`src/rtl/accumulator_bank.sv`:
```
// accumulator_bank: per-column saturating partial-sum row store with compensation merge
// and a valid/ready drain sequencer that optionally clears rows as they leave.
module accumulator_bank #(
  parameter int NUM_COL = 4,
  parameter int DEPTH = 8,
  parameter int PSUM_W = 45,
  parameter int CPSUM_W = 14,
  parameter bit CLR_ON_DRAIN = 1'b1,
  localparam int ADDR_W = $clog2(DEPTH)
) (
  input  logic                        clk,
  input  logic                        rst,
  input  logic                        acc_wr_en,
  input  logic [ADDR_W-1:0]           acc_wr_addr,
  input  logic                        acc_first,
  input  logic [NUM_COL*PSUM_W-1:0]   psum_in,
  input  logic                        cacc_wr_en,
  input  logic [ADDR_W-1:0]           cacc_wr_addr,
  input  logic [NUM_COL*CPSUM_W-1:0]  cpsum_in,
  input  logic                        drain_start,
  output logic                        drain_busy,
  output logic                        out_valid,
  input  logic                        out_ready,
  output logic [ADDR_W-1:0]           out_addr,
  output logic [NUM_COL*PSUM_W-1:0]   psum_out,
  output logic                        drain_done
);
  typedef enum logic [1:0] {IDLE, RUN, LAST} state_t;
  state_t state, state_n;
  logic [NUM_COL*PSUM_W-1:0] mem [DEPTH];
  logic [NUM_COL*PSUM_W-1:0] acc_old, acc_val, cacc_val;
  logic [ADDR_W-1:0] rd_ptr;
  logic armed, load, hs, clr, collide;
  function automatic logic [PSUM_W-1:0] sat(input logic [PSUM_W:0] s);
    return (s[PSUM_W] == s[PSUM_W-1]) ? s[PSUM_W-1:0] : {s[PSUM_W], {(PSUM_W-1){~s[PSUM_W]}}};
  endfunction
  function automatic logic [PSUM_W:0] sx(input logic [PSUM_W-1:0] v);
    return {v[PSUM_W-1], v};
  endfunction
  function automatic logic [PSUM_W-1:0] csx(input logic [CPSUM_W-1:0] v);
    return PSUM_W'($signed(v));
  endfunction
  // A row leaving on this cycle's handshake reads as zero to a same-cycle host add.
  always_comb begin
    hs = out_valid && out_ready;
    clr = CLR_ON_DRAIN && hs;
    collide = acc_wr_en && cacc_wr_en && (acc_wr_addr == cacc_wr_addr);
    load = (state == RUN) && armed && (!out_valid || out_ready);
    acc_old = (clr && out_addr == acc_wr_addr) ? '0 : mem[acc_wr_addr];
    acc_val = '0;
    cacc_val = '0;
    for (int c = 0; c < NUM_COL; c++) begin
      cacc_val[c*PSUM_W +: PSUM_W] = csx(cpsum_in[c*CPSUM_W +: CPSUM_W]);
      acc_val[c*PSUM_W +: PSUM_W] = collide ? sat(sx(cacc_val[c*PSUM_W +: PSUM_W]) + sx(psum_in[c*PSUM_W +: PSUM_W]))
        : acc_first ? psum_in[c*PSUM_W +: PSUM_W]
        : sat(sx(acc_old[c*PSUM_W +: PSUM_W]) + sx(psum_in[c*PSUM_W +: PSUM_W]));
    end
    state_n = (state == IDLE && drain_start) ? RUN
      : (state == RUN && load && rd_ptr == ADDR_W'(DEPTH-1)) ? LAST
      : (state == LAST && hs) ? IDLE : state;
  end
  always_ff @(posedge clk)
    for (int r = 0; r < DEPTH; r++)
      if (acc_wr_en && acc_wr_addr == ADDR_W'(r)) mem[r] <= acc_val;
      else if (cacc_wr_en && cacc_wr_addr == ADDR_W'(r)) mem[r] <= cacc_val;
      else if (clr && out_addr == ADDR_W'(r)) mem[r] <= '0;
  // armed delays the first load by one cycle after entering RUN.
  always_ff @(posedge clk or posedge rst)
    if (rst) begin
      state <= IDLE;
      rd_ptr <= '0;
      armed <= 1'b0;
      out_valid <= 1'b0;
      out_addr <= '0;
      psum_out <= '0;
      drain_done <= 1'b0;
    end else begin
      state <= state_n;
      armed <= state == RUN;
      drain_done <= state == LAST && hs;
      if (state == IDLE && drain_start) rd_ptr <= '0;
      else if (load) rd_ptr <= rd_ptr + 1'b1;
      if (load) begin
        out_valid <= 1'b1;
        out_addr <= rd_ptr;
        psum_out <= mem[rd_ptr];
      end else if (state == LAST && hs) out_valid <= 1'b0;
    end
  assign drain_busy = state != IDLE;
endmodule
```
`config.mk`:
```
export PLATFORM = sky130hd
export DESIGN_NAME = accumulator_bank
export DESIGN_NICKNAME = d
export VERILOG_FILES = /design/src/rtl/accumulator_bank.sv
export SDC_FILE = /design/constraint.sdc
export NUM_CORES = 2
export LEC_CHECK = 0
export CORE_UTILIZATION = 45
export DETAILED_ROUTE_END_ITERATION = 10
export PLACE_DENSITY_LB_ADDON = 0.15
export RECOVER_POWER = 25
export REMOVE_ABC_BUFFERS = 1
export SYNTH_ARGS = -nofsm -noshare
export SYNTH_HDL_FRONTEND = slang
export SYNTH_SLANG_ARGS = --single-unit
```
`constraint.sdc`:
```
create_clock -name clk -period 7.05 [get_ports clk]
set_input_delay 2.115 -clock clk [delete_from_list [all_inputs] [get_ports clk]]
set_output_delay 2.115 -clock clk [all_outputs]
set_load 0.1 [all_outputs]
```
* Word level (Yosys, flattened, before mapping)
Memories as Yosys holds them, arrays and structs flattened. A register that Yosys moved wholly into a read port is not among the register bits.
Index checks and enable logic that the tools add are counted.
** Word-level totals
- Register bits :: 11
- Bits in writable memories :: 1440
- Bits of input ports :: 249
- Output and inout bits :: 186
- Word-level logic and storage cells :: 230
- Memories :: 1
** Memory list
- mem :: words 8, width 180, rd ports 2, clocked after Yosys merged registers in 1, write ports 8, RTL line 30 : logic [NUM_COL*PSUM_W-1:0] mem [DEPTH];
** Operators by class
- Add/sub/neg operators :: 9
- Eq/ne operators :: 34
- Multiplexer cells :: 112
- Bitwise logic cells :: 24
- Reductions and logical operators :: 44
** Operators with widths (number)
- $mux 180 :: 17
- $mux 45 :: 16
- $add 14x45->46 :: 4
- $add 45x45->46 :: 4
- $mux 1 :: 74
- $eq 3x3->1 const B :: 13
- $logic_and 1x1->1 :: 34
- $eq 3x2->1 const B :: 6
- $or 1x1->1 :: 16
- $eq 3x1->1 const B :: 3
- $logic_not 3->1 :: 3
- $eq 1x1->1 :: 8
- $not 1->1 :: 8
- $eq 3x3->1 :: 2
- $mux 2 :: 3
- $mux 3 :: 2
- $reduce_bool 2->1 :: 3
- $add 3x1->3 const B :: 1
- $reduce_bool 3->1 :: 1
- $eq 2x1->1 const B :: 1
- $eq 2x2->1 const B :: 1
- $logic_not 2->1 :: 1
- $logic_not 1->1 :: 1
- $logic_or 1x1->1 :: 1

* Logic depth before layout (Yosys ltp)
- Depth after elaboration :: 10
- Mapped depth :: 32
- Depth with buffers taken out :: 26

* Worst setup path before layout
No wires, ideal clock.
- Kind :: input to register
- Start point :: in acc_wr_addr[0]
- End point :: mem mem[4][64] in the netlist's numbering (data pin)
- Library setup time :: 0.283 ns
- Data arrival time :: 8.826 ns
- Required time :: 6.767 ns
- Path slack :: -2.059 ns
- Stages on the path :: 31
- Path buffers :: 5
- Path through :: clkbuf_1 -> buf_1 -> clkbuf_1 -> buf_1 -> mux4_2 -> mux2i_1 -> nor2_1 -> ha_1 -> fa_1 -> a211oi_1 -> nor2_1 -> o2111ai_1 -> a21oi_1 -> o211ai_1 -> a2111oi_0 -> a21oi_1 -> a21oi_1 -> a21o_1 -> a21oi_1 -> xnor2_1 -> ha_1 -> clkbuf_1 -> inv_1 -> nor2_1 -> a22oi_1 -> o41ai_2 -> or2_2 -> o22ai_1 -> nor2_1 -> a211oi_1 -> o21ai_0
** RTL lines
- from (decl) :: RTL line 14 : input logic [ADDR_W-1:0] acc_wr_addr,
- to (decl) :: RTL line 30

==> impl_metrics.tcl <==
set metrics [dict create \
    status "complete, but fails checks" \
    violations "capacitance limit, slew limit" \
    core_sq_um 239000 \
    period_needed_ns 7.04 \
    crit_path_end "mem[7][131]$_SDFFCE_PP0P_" \
    crit_family "buffers and inverters" \
    cp.buffers_inverters 10 \
    gp_congestion 0.999 \
    endpoint_kind "flip-flop" \
    synthSimpleGateAreaFrac_pct 8.35 \
    vias 95800 \
    syn_area_per_cell_sq_um 11.1 \
    vias_per_cell 6.54 \
    gr-total-overflow 0 \
    antenna_found_initial 15 \
    rsz0062_at_grt "yes" \
    timing.fmax_ghz 0.142 \
    die_x_um 493 \
    routedWlPerCell_um 31.0 \
    cts_buffer_depth 3 \
    p_leak_nw 51.7 \
    synth_area_leader_cell "edfxtp_1" \
    rows 179 \
    maxCapViolCount 3 \
    critPathArrivalTime_ns 7.58 \
    synth_mux_area_share_pct 18.4 \
    reg2reg_depth 31 \
    area_growth_pct 26.0 \
    hold_class "flip-flop to flip-flop" \
    finalWorstSetupSlack_ns 0.0139 \
    cts_tree "yes" \
    ys_seq_area_share_pct 44.3 \
    powerDensity_nw_per_um2 445 \
    finalHoldViolCount 0 \
    grt_max_degree 206 \
    regToRegSetupSlack_ns 1.08 \
    pre_cts_ws_ns -1.71 \
    crit_top_cell "buf_4" \
    synth.top_cell.area_share_pct 39.9 \
    ys_async_sr_fraction_pct 11.7 \
    cpPeakStageDelay_ns 0.35 \
    finalSetupViolations 0 \
    start_util_pct 45.4 \
    synth_xor_xnor_area_share_pct 2.56 \
    cts.sinks 1631 \
    start_kind "primary input" \
    drt_iter0_markers 11700 \
    clockRootBuffer "clkbuf_16" \
    r2r-start "out_addr[2]$_DFFE_PP0P_" \
    wl_um 454000 \
    htree_levels 4 \
    syn-instance-count 9773 \
    synthesis.area_sq_um 108000 \
    ys_warn_count 0 \
    drc 0 \
    crit_cells 29 \
    clkTransAtPathRegs_ns 0.06 \
    nets 12000 \
    grt_pass1_vias 95300 \
    fp.dieH_um 493 \
    synth_cell_types 120 \
    clk_latency_ns 0.87 \
    die-area_sq_um 243000 \
    relSlewSlack_pct -213 \
    finClkSkew_ns 0.0669 \
    dp_hpwl_um 305000 \
    synth-seq-cells 1631 \
    peakVddDrop_v 0.000391 \
    worst-path-max-fanout 36 \
    synth_top_flop_cell "edfxtp_1" \
    period_share_pct 99.8 \
    synth.most_common_cell "a21oi_1" \
    io_pins 435 \
    ant_nets 0 \
    io_buffer_count 434 \
    grt_first_pass_wirelength_um 648000 \
    final_layout_size_suffix_gt1_share_pct 27.3 \
    drv_slew 366 \
    grt_use_total_pct 36.4 \
    synth_fa_ha_area_share_pct 4.49 \
    cts_buffers 178 \
    crit_start "acc_wr_addr[1]" \
    crit_required_ns 7.59 \
    yosys-top-cells-count "a21oi_1, edfxtp_1, nand2_1" \
    dr.pass1.iters 6 \
    hold_ws_ns 0.477 \
    min_from "psum_out[65]$_DFFE_PP0P_" \
    power_mw 60.8 \
    synth_edf_count 1440 \
    place_area_sq_um 128000 \
    synth_compound_area_share_pct 18.7 \
    max_slew.worst_pin.slew_ns 4.69 \
    stdcell_area_sq_um 137000 \
    synth_top_family_by_area "compound AO/OA/AOI/OAI gates" \
    r2r-end "mem[0][71]$_SDFFCE_PP0P_" \
    worst-setup-path-type "primary input to flip-flop" \
    netlist_top_cells_area "edfxtp_1, mux4_2, a21oi_1" \
    crit_slowest_cell "mux4_2" \
]
## area by class of cell
cell class	instances	area, sq um
tap	3167	3960
fill	20200	102000
inverter	115	433
multi-input combinational	7223	58300
clock buffer	247	5000
sequential	1631	48000
clock inverter	89	1320
timing repair buffer	2174	19600
antenna	12	30.0
## report_power, final
| part | leakage (nW) | total [mW] | switching, mW | internal (mW) |
|---|---|---|---|---|
| logic | 32.9 | 34.0 | 20.1 | 13.9 |
| clock network | 3.06 | 10.1 | 4.25 | 5.87 |
| registers | 15.7 | 16.7 | 1.59 | 15.1 |
## worst min-delay path, cell delays in order (launching register included)
cell and delay [ns]:
dfrtp_1 0.34, nand2_1 0.04, o21ai_0 0.06
## repair_timing
item | CTS | global route
gates cloned | 4 | 8
setup endpoints to repair | 1436 | 1272
hold endpoints to repair | 0 | 0
resized for setup | 98 | 225
hold buffers | 0 | 0
setup buffers | 5 | 50
pin swaps | 18 | 75
## worst min-delay path by stage
stage                          endpoint  cells past startpoint
2_1_floorplan           armed$_DFF_PP0_                      1
3_3_place_gp   psum_out[72]$_DFFE_PP0P_                      2
3_5_place_dp   psum_out[73]$_DFFE_PP0P_                      2
4_1_cts        psum_out[73]$_DFFE_PP0P_                      2
5_1_grt        psum_out[45]$_DFFE_PP0P_                      2
6_report       psum_out[65]$_DFFE_PP0P_                      2
## registers in the layout (all words and copies together) (netlist names)
register,count
mem,1440
psum_out,180
rd_ptr,3
out_valid,1
out_addr,3
state,2
armed,1
drain_done,1
## per-layer routing
layer  part of all wire, %  vias up  routed length (um)  track usage [%]
li1                      -    41100                   -                -
met1                    38    47700              171000             47.5
met2                    46     5970              209000             58.1
met3                    11     1144               48500             7.31
met4                   5.6        6               25300             17.6
met5                0.0070        -                  32                0
## cell usage in the layout (no fill, tap or decap), drive strengths merged, types with 61 or more instances in the layout
| cell | n |
|---|---|
| buf | 1737 |
| a21oi | 1521 |
| edfxtp | 1440 |
| nand2 | 984 |
| o21ai | 920 |
| mux4 | 720 |
| nor2 | 555 |
| clkdlybuf4s50 | 418 |
| ha | 374 |
| mux2i | 365 |
| clkbuf | 258 |
| dfrtp | 191 |
| xnor2 | 182 |
| a21o | 171 |
| xor2 | 134 |
| inv | 122 |
| a31oi | 89 |
| nand3 | 87 |
| a211oi | 86 |
| nor3 | 84 |
| nand2b | 72 |
| o21a | 67 |
| o211ai | 61 |
## through the flow
stage | setup TNS (ns) | utilization (%) | cells
floorplan | - | - | 8969
global placement | -1847.30 | 53.7 | 14200
detailed placement | -1866.84 | 53.7 | 14200
CTS | 0 | 56.6 | 14600
global route | -3.75 | 57.2 | 14700
finish | 0 | 57.2 | 14700
## kinds of logic (layout without fill, tap and decap cells)
group,after synthesis,count (layout)
compound gates,3362,3362
simple gates,2070,2070
flops,1631,1631
mux,1090,1090
buf+inv,919,2625
fa+ha+maj,385,385
xor+xnor,316,316
other cells,0,12
Note: power is estimated with default switching activity, not from simulation.
